--- src/rtl/load_store_unit.sv ---
// Load/store initiator for a word-addressed, byte-enabled data memory with same-cycle read data.
// Define MISALIGNED_SPLIT_EN to split word-crossing accesses into two memory cycles; otherwise they fault.
module load_store_unit (
    input  logic        clock,
    input  logic        reset_n,
    input  logic        req_valid,
    output logic        req_ready,
    input  logic        req_write,
    input  logic [2:0]  req_funct3,
    input  logic [31:0] req_address,
    input  logic [31:0] req_wdata,
    output logic        rsp_valid,
    input  logic        rsp_ready,
    output logic [31:0] rsp_rdata,
    output logic        rsp_fault,
    output logic [14:0] mem_address,
    output logic [3:0]  mem_byteena,
    output logic [31:0] mem_data,
    output logic        mem_wren,
    input  logic [31:0] mem_q,
    output logic [1:0]  state_dbg
);
    // Handshake: a transfer happens on a posedge where valid && ready; valid never waits on ready,
    // and rsp_valid with its payload holds steady until rsp_ready is seen.
    typedef enum logic [1:0] {IDLE, ACC1, ACC2, RESP} state_t;

    state_t      state, state_n;
    logic        write_q, fault_q;
    logic [2:0]  funct3_q;
    logic [1:0]  off_q;
    logic [14:0] word_q;
    logic [31:0] wdata_q, lo_q, addr_pad, data_hold;
    logic [14:0] addr_hold;
    logic        cross_in, fault_in;
    logic [7:0]  n_mask, m8;
    logic [63:0] w64, data64, shifted;
`ifdef MISALIGNED_SPLIT_EN
    logic        cross_q;
    logic [31:0] hi_q;
`endif

    assign cross_in = (req_funct3[1:0] == 2'd1 && req_address[1:0] == 2'd3) ||
                      (req_funct3[1:0] == 2'd2 && req_address[1:0] != 2'd0);
`ifdef MISALIGNED_SPLIT_EN
    assign fault_in = (req_funct3[1:0] == 2'd3) || (req_write && req_funct3[2]);
`else
    assign fault_in = (req_funct3[1:0] == 2'd3) || (req_write && req_funct3[2]) || cross_in;
`endif

    always_comb begin
        n_mask = 8'b0000_0000;
        case (funct3_q[1:0])
            2'd0:    n_mask = 8'b0000_0001;
            2'd1:    n_mask = 8'b0000_0011;
            2'd2:    n_mask = 8'b0000_1111;
            default: n_mask = 8'b0000_0000;
        endcase
    end

    assign m8  = n_mask << off_q;
    assign w64 = {32'd0, wdata_q} << {off_q, 3'b000};

    always_comb begin
        state_n     = state;
        mem_address = addr_hold;
        mem_data    = data_hold;
        mem_byteena = 4'b0000;
        mem_wren    = 1'b0;
        case (state)
            IDLE: if (req_valid) state_n = fault_in ? RESP : ACC1;
            ACC1: begin
                mem_address = word_q;
                mem_byteena = m8[3:0];
                mem_data    = w64[31:0];
                mem_wren    = write_q;
`ifdef MISALIGNED_SPLIT_EN
                state_n     = cross_q ? ACC2 : RESP;
`else
                state_n     = RESP;
`endif
            end
`ifdef MISALIGNED_SPLIT_EN
            ACC2: begin
                mem_address = word_q + 15'd1;  // wraps 0x7FFF -> 0x0000
                mem_byteena = m8[7:4];
                mem_data    = w64[63:32];
                mem_wren    = write_q;
                state_n     = RESP;
            end
`endif
            RESP: if (rsp_ready) state_n = IDLE;
            default: state_n = IDLE;
        endcase
    end

    always_ff @(posedge clock or negedge reset_n) begin
        if (!reset_n) begin
            state     <= IDLE;
            write_q   <= 1'b0;
            fault_q   <= 1'b0;
            funct3_q  <= 3'd0;
            off_q     <= 2'd0;
            word_q    <= 15'd0;
            wdata_q   <= 32'd0;
            lo_q      <= 32'd0;
            addr_hold <= 15'd0;
            data_hold <= 32'd0;
`ifdef MISALIGNED_SPLIT_EN
            cross_q   <= 1'b0;
            hi_q      <= 32'd0;
`endif
        end else begin
            state     <= state_n;
            addr_hold <= mem_address;
            data_hold <= mem_data;
            if (state == IDLE && req_valid) begin
                write_q  <= req_write;
                fault_q  <= fault_in;
                funct3_q <= req_funct3;
                off_q    <= req_address[1:0];
                word_q   <= req_address[16:2];
                wdata_q  <= req_wdata;
                lo_q     <= 32'd0;
`ifdef MISALIGNED_SPLIT_EN
                cross_q  <= cross_in;
                hi_q     <= 32'd0;
`endif
            end
            if (state == ACC1) lo_q <= mem_q;
`ifdef MISALIGNED_SPLIT_EN
            if (state == ACC2) hi_q <= mem_q;
`endif
        end
    end

`ifdef MISALIGNED_SPLIT_EN
    assign data64 = {hi_q, lo_q};
`else
    assign data64 = {32'd0, lo_q};
`endif
    assign shifted = data64 >> {off_q, 3'b000};

    assign req_ready = (state == IDLE);
    assign rsp_valid = (state == RESP);
    assign rsp_fault = rsp_valid && fault_q;
    assign state_dbg = state;

    always_comb begin
        rsp_rdata = 32'd0;
        if (rsp_valid && !fault_q && !write_q) begin
            case (funct3_q[1:0])
                2'd0:    rsp_rdata = {{24{!funct3_q[2] && shifted[7]}}, shifted[7:0]};
                2'd1:    rsp_rdata = {{16{!funct3_q[2] && shifted[15]}}, shifted[15:0]};
                default: rsp_rdata = shifted[31:0];
            endcase
        end
    end

    logic unused_bits;
    assign addr_pad    = req_address;
    assign unused_bits = ^{addr_pad[31:17], shifted[63:32]};
endmodule

--- config.mk ---
export PLATFORM = sky130hd
export DESIGN_NAME = load_store_unit
export DESIGN_NICKNAME = d
export VERILOG_FILES = /design/src/rtl/load_store_unit.sv
export SDC_FILE = /design/constraint.sdc
export NUM_CORES = 1
export LEC_CHECK = 0
export CAP_MARGIN = 5
export CORE_MARGIN = 3
export CORE_UTILIZATION = 50
export DETAILED_ROUTE_END_ITERATION = 10
export PLACE_DENSITY_LB_ADDON = 0.2
export SYNTH_ARGS = -nofsm -noshare
export SYNTH_HDL_FRONTEND = slang
export SYNTH_SLANG_ARGS = --single-unit
--- constraint.sdc ---
create_clock -name clock -period 6.2 [get_ports clock]
set_clock_uncertainty 0.15 [all_clocks]
set_input_delay 0.93 -clock clock [delete_from_list [all_inputs] [get_ports clock]]
set_output_delay 0.93 -clock clock [all_outputs]
set_load 0.02 [all_outputs]
=== Word level (Yosys, flattened, before mapping) ===
Index checks and enable logic that the tools add are counted.

* $add $sub $neg: 0
* Multiply operators: 0
* Divide/modulo/power cells: 0
* Order comparisons: 0
* Equal/unequal tests: 10
* Shift-type cells: 3
* Multiplexer cells: 13
* Bitwise logic cells: 0
* Reduce and logical (&&, ||, !) cells: 20

{| class="wikitable"
|+ Operator list
! kind !! count
|-
| two-way mux 32 bit || 4
|-
| one-hot mux 32 bit (2 select lines) || 1
|-
| << shifter 32 x 5 -> 32 bit || 1
|-
| right shift 32 x 5 -> 32 bit || 1
|-
| two-way mux 15 bit || 1
|-
| one-hot mux 4 bit (3 select lines) || 1
|-
| == test 2 bit (second input constant) || 5
|-
| logical AND 1 bit || 9
|-
| << shifter 8 x 2 -> 4 bit || 1
|-
| == test 2 x 1 -> 1 bit (second input constant) || 3
|-
| two-way mux 2 bit || 3
|-
| one-hot mux 2 bit (3 select lines) || 1
|-
| zero test 2 bit || 2
|-
| two-way mux 4 bit || 1
|-
| nonzero test 2 bit || 2
|-
| zero test 1 bit || 3
|-
| logical OR 1 bit || 3
|-
| inequality test 2 x 1 -> 1 bit (second input constant) || 1
|-
| inequality test 2 bit (second input constant) || 1
|-
| AND reduction 2 bit || 1
|-
| two-way mux 1 bit || 1
|}

* Bits in registers: 135
* Bits in latches: 0
* RAM bits: 0
* Memory bits (read-only): 0
* Bits of input ports: 104
* Output and inout bits: 89
* Word-level logic and storage cells: 56
* Memories: 0

=== Logic depth before layout (Yosys ltp) ===
* Depth in word-level cells: 7
* Gate-level depth with buffers: 7
* Depth with buffers taken out: 6

=== Worst setup path after synthesis ===
OpenSTA, ideal clock, no wires.

* Kind: reg-to-output
* Start: register funct3_q[0]
* End: output rsp_rdata[21]
* Data arrival time: 2.041 ns
* Data required time: 5.120 ns
* Slack: 3.079 ns
* Stages on the path, launching flop included: 8
* Buffers on the path: 1
* Cell sequence: dfrtp_1 > inv_1 > ha_1 > or3b_1 > o22ai_4 > a311oi_4 > buf_6 > nor3_1

* Longest elaborated chain between the ends: 3
* Elaborated cells on any way between the ends: 4
* Classes of those cells: 1 x eq/ne; 2 x mux; 1 x reduce/logical

{| class="wikitable"
|+ Ends and longest elaborated chain
! item !! RTL line !! source
|-
| start: declaration || 29 || <nowiki>logic [2:0] funct3_q;</nowiki>
|-
| start signal: assignment || 119 || <nowiki>funct3_q <= req_funct3;</nowiki>
|-
| == test 2 x 1 -> 1 bit / zero test 2 bit (equally long branches) || 151 || <nowiki>case (funct3_q[1:0])</nowiki>
|-
| one-hot mux 32 bit (2 select lines) (*) || 151 ||
|-
| two-way mux 32 bit (*) || 150 || <nowiki>if (rsp_valid && !fault_q && !write_q) begin</nowiki>
|-
| end: declaration || 14 || <nowiki>output logic [31:0] rsp_rdata,</nowiki>
|}

Mark *: on every way between the ends. The rest lies on a longest branch, timed or not.

=== Worst setup path after layout ===
* Start: register off_q[0]
* End: output rsp_rdata[27]

* Longest elaborated chain between the ends: 4
* Elaborated cells on any way between the ends: 5
* Classes of those cells: 1 x shift; 2 x mux; 2 x reduce/logical

{| class="wikitable"
|+ Ends and longest elaborated chain
! item !! RTL line !! source
|-
| start: declaration || 30 || <nowiki>logic [1:0] off_q;</nowiki>
|-
| start signal: assignment || 120 || <nowiki>off_q <= req_address[1:0];</nowiki>
|-
| right shift 32 x 5 -> 32 bit (*) || 141 || <nowiki>assign shifted = data64 >> {off_q, 3'b000};</nowiki>
|-
| logical AND 1 bit (on tied branches) || 153, 152 ||
|-
| one-hot mux 32 bit (2 select lines) (*) || 151 ||
|-
| two-way mux 32 bit (*) || 150 ||
|}

Marks and branches as above.

==> results.md <==
- Pin slew with the least headroom to its limit: 1.11 ns
- Synth top area cells: dfrtp_1 54%, mux2_2 10%, a22o_1 5.6%, nand2_1 5.4%, mux2i_1 5.4%
- Reg2reg path depth: 4
- Max Clock Freq: between 200 and 250 MHz
- Seq/Total Area, Yosys: between 50% and 60%
- Die extent in x: between 100 and 150 um
- Leakage: 3.78 nW
- Worst Setup End Kind: output port
- # port buffers: approximately 180
- Filler cells: slightly above 900
- DR DRC count: 0
- Post-layout util: 71.8%
- WP data required: 5.12 ns
- Post-CTS Resized: 0
- Sequence of cells on the critical path: mux2i_1 > o22ai_4 > a311oi_4 > nor3_1 > clkdlybuf4s50_1
- Setup slack, reg-to-reg: between 3 and 4 ns
- Slew headroom: a little over a quarter
- CTS Hold Bufs: 0
- Initial antenna violation count: 0
- DIE AREA: about 14000 um^2
- Final WS setup: 1.67 ns
- Critical path startpoint category: flop
- Setup TNS: 0 ns
- Total power: 5.15 mW
- CTS tree: yes
- GR Util All Layers: roughly 25%
- I/O pin total: 193
- #FFs+latches synth: 135
- Post-route ant nets: 0
- Syn_area_per_cell: 10.8 um^2
- Syn_nets: 690
- Worst R2R End: data_hold[14]
- Max-cap violations: 0
- Status: finished clean
- VDD IR max: 475 uV
- Crit path kind: reg -> out
- Post-synthesis cell area: around 6300 um^2
- PwrDens: 589 nW/um^2
- Fin nets: approximately 850
- Vias: between 5k and 6k
- Hold Path Class: in -> async
- Area Overhead vs Synth: 38.5%
- Antenna cells: 0
- Synth top area share: a little over half
- Commonest non-fill, non-tap cells in the layout: 176 x clkdlybuf4s50_1, 133 x dfrtp_1, 91 x nand2_1, 58 x mux2_2, 41 x nor2_1
- Share of post-route cells with drive strength above 1: about 15%
- Chip height: 118 um
- Routed length per instance: 18.5 um
- Seq. cell area: 3380 um^2
- Reg2reg start: state_dbg[1]
- Largest stage delay, worst path: 0.97 ns
- Crit share post-route: between 70% and 80%
- Clk sink count: 135
- Slowest stage cell, crit path: dfrtp_2
- Final setup vio count: 0
- GPL Wtd Cong: 0.888
- DR pass1 iterations: 5
- Wirelength, routed: 17.1 mm
- CTS max path bufs: 2
- Commonest non-fill, non-tap cell in the layout: clkdlybuf4s50_1
- Warnings, synthesis: 0
- Yosys cell types: 32
- CP Max Fanout: 34
- Vias in the first global route: 5338
- Syn Inst Count: 582
- Crit path time final: 4.53 ns
- # rows: 40
- Starting Density: 51.9%
- CTS Buf Count: 17
- Worst-path clk slew: 0.06 ns
- Cell taking the most area after synthesis: dfrtp_1
- Dpl hpwl: 11.5 mm
- Largest net degree at the start of global routing: 88
- Area of the multi-input gates: 2700 um^2
- Core Area: 12200 um^2
- Final Max Tran Viols: 0
- Vias per cell: between 5 and 6
- Clock Latency Late Sink: about 0.4 ns
- Global-route wire length before repair: roughly 28 mm
- DP Worst Slack: 2.12 ns
- # Post-CTS Setup Buffers: 0
- Worst endpoint data arrival time: approximately 3.5 ns
- Root buf cell: clkbuf_16
- H-tree depth: 4
- First-iteration detailed-routing DRC count: 301
- Gr ovfl total: 0
- Final Hold Fails: 0
- RSZ-0062 raised after global routing: no
-- how the worst max path moves through the flow --
stage	depth (start not counted)	to	slack (ns)	start
2_1_floorplan	7	rsp_rdata[21]	3.08	funct3_q[0]
3_3_place_gp	5	rsp_rdata[21]	2.20	off_q[0]
3_5_place_dp	5	rsp_rdata[23]	2.12	off_q[0]
6_report	5	rsp_rdata[27]	1.67	off_q[0]
4_1_cts	5	rsp_rdata[23]	1.67	off_q[0]
5_1_grt	5	rsp_rdata[17]	1.47	off_q[0]
-- cell usage after synthesis --
| master | n |
|---|---|
| dfrtp_1 | 135 |
| nand2_1 | 91 |
| mux2_2 | 58 |
| nor2_1 | 42 |
| a22o_1 | 40 |
| mux2i_1 | 34 |
| a21oi_1 | 30 |
| o21ai_0 | 22 |
| clkbuf_1 | 20 |
| nor3_1 | 16 |
| a211oi_1 | 15 |
| buf_2 | 14 |
| buf_1 | 9 |
| nor2b_1 | 8 |
| o211ai_1 | 8 |
| o2bb2ai_1 | 8 |
| inv_1 | 6 |
| ha_1 | 4 |
| and2_1 | 3 |
| nand2b_1 | 3 |
| or2_2 | 3 |
| buf_4 | 2 |
| buf_6 | 2 |
| a311oi_4 | 1 |
| and3_1 | 1 |
| mux2i_2 | 1 |
| nand3b_1 | 1 |
| nor3_2 | 1 |
| nor4_1 | 1 |
| o21bai_1 | 1 |
| o22ai_4 | 1 |
| or3b_1 | 1 |
-- worst max-delay path: cells and delay by family (launching register included) --
kind | cells | cell delay, ns
mux | 1 | 0.43
compound gates | 2 | 0.90
flops | 1 | 0.97
buf+inv | 1 | 0.59
simple gates | 1 | 0.15
-- cells by family after synthesis --
group,synth area share (%)
adders and majority gates,0.794
and+or+nand+nor,11.5
DFF,53.6
AOI/OAI and AO/OA,14.4
muxes,16.0
buffers and inverters,3.79
-- metal layers --
| metal | share of wire, % | track usage, % |
|---|---|---|
| met3 | 8.1 | 9.19 |
| met1 | 44 | 33.8 |
| met2 | 45 | 37.2 |
| met5 | 0 | 0 |
| met4 | 2.6 | 9.38 |
-- metrics by stage --
step / cells / area [um^2] / hold slack [ns]
final: 920 / 8730 / 0.290
after global routing: 920 / 8730 / 0.313
after CTS: 920 / 8730 / 0.301
after detailed placement: 888 / 8150 / 0.307
after global placement: 888 / 8150 / 0.304
after floorplan: 582 / 6310 / 0.308
-- power by group --
group / leakage, nW / internal, mW / switching (mW) / total (mW)
sequential: 1.67 / 1.29 / 0.349 / 1.64
combinational: 1.82 / 1.16 / 1.38 / 2.54
clock: 0.289 / 0.614 / 0.360 / 0.974
total: 3.78 / 3.06 / 2.08 / 5.15
-- cell type report --
type | count | share of cell area [%]
multi-input cells | 394 | 31.0
clock buffers | 25 | 5.90
inverters | 6 | 0.258
well taps | 168 | 2.41
flip-flops and latches | 135 | 38.7
repair buffers | 185 | 21.0
clock inverters | 7 | 0.759
-- registers in the layout, summed over array words and instances (netlist names) --
name,flops
off_q,2
data_hold,32
lo_q,32
word_q,15
fault_q,1
write_q,1
funct3_q,3
addr_hold,15
wdata_q,32
state_dbg,2
No activity file was read; power rests on OpenSTA's default activity.
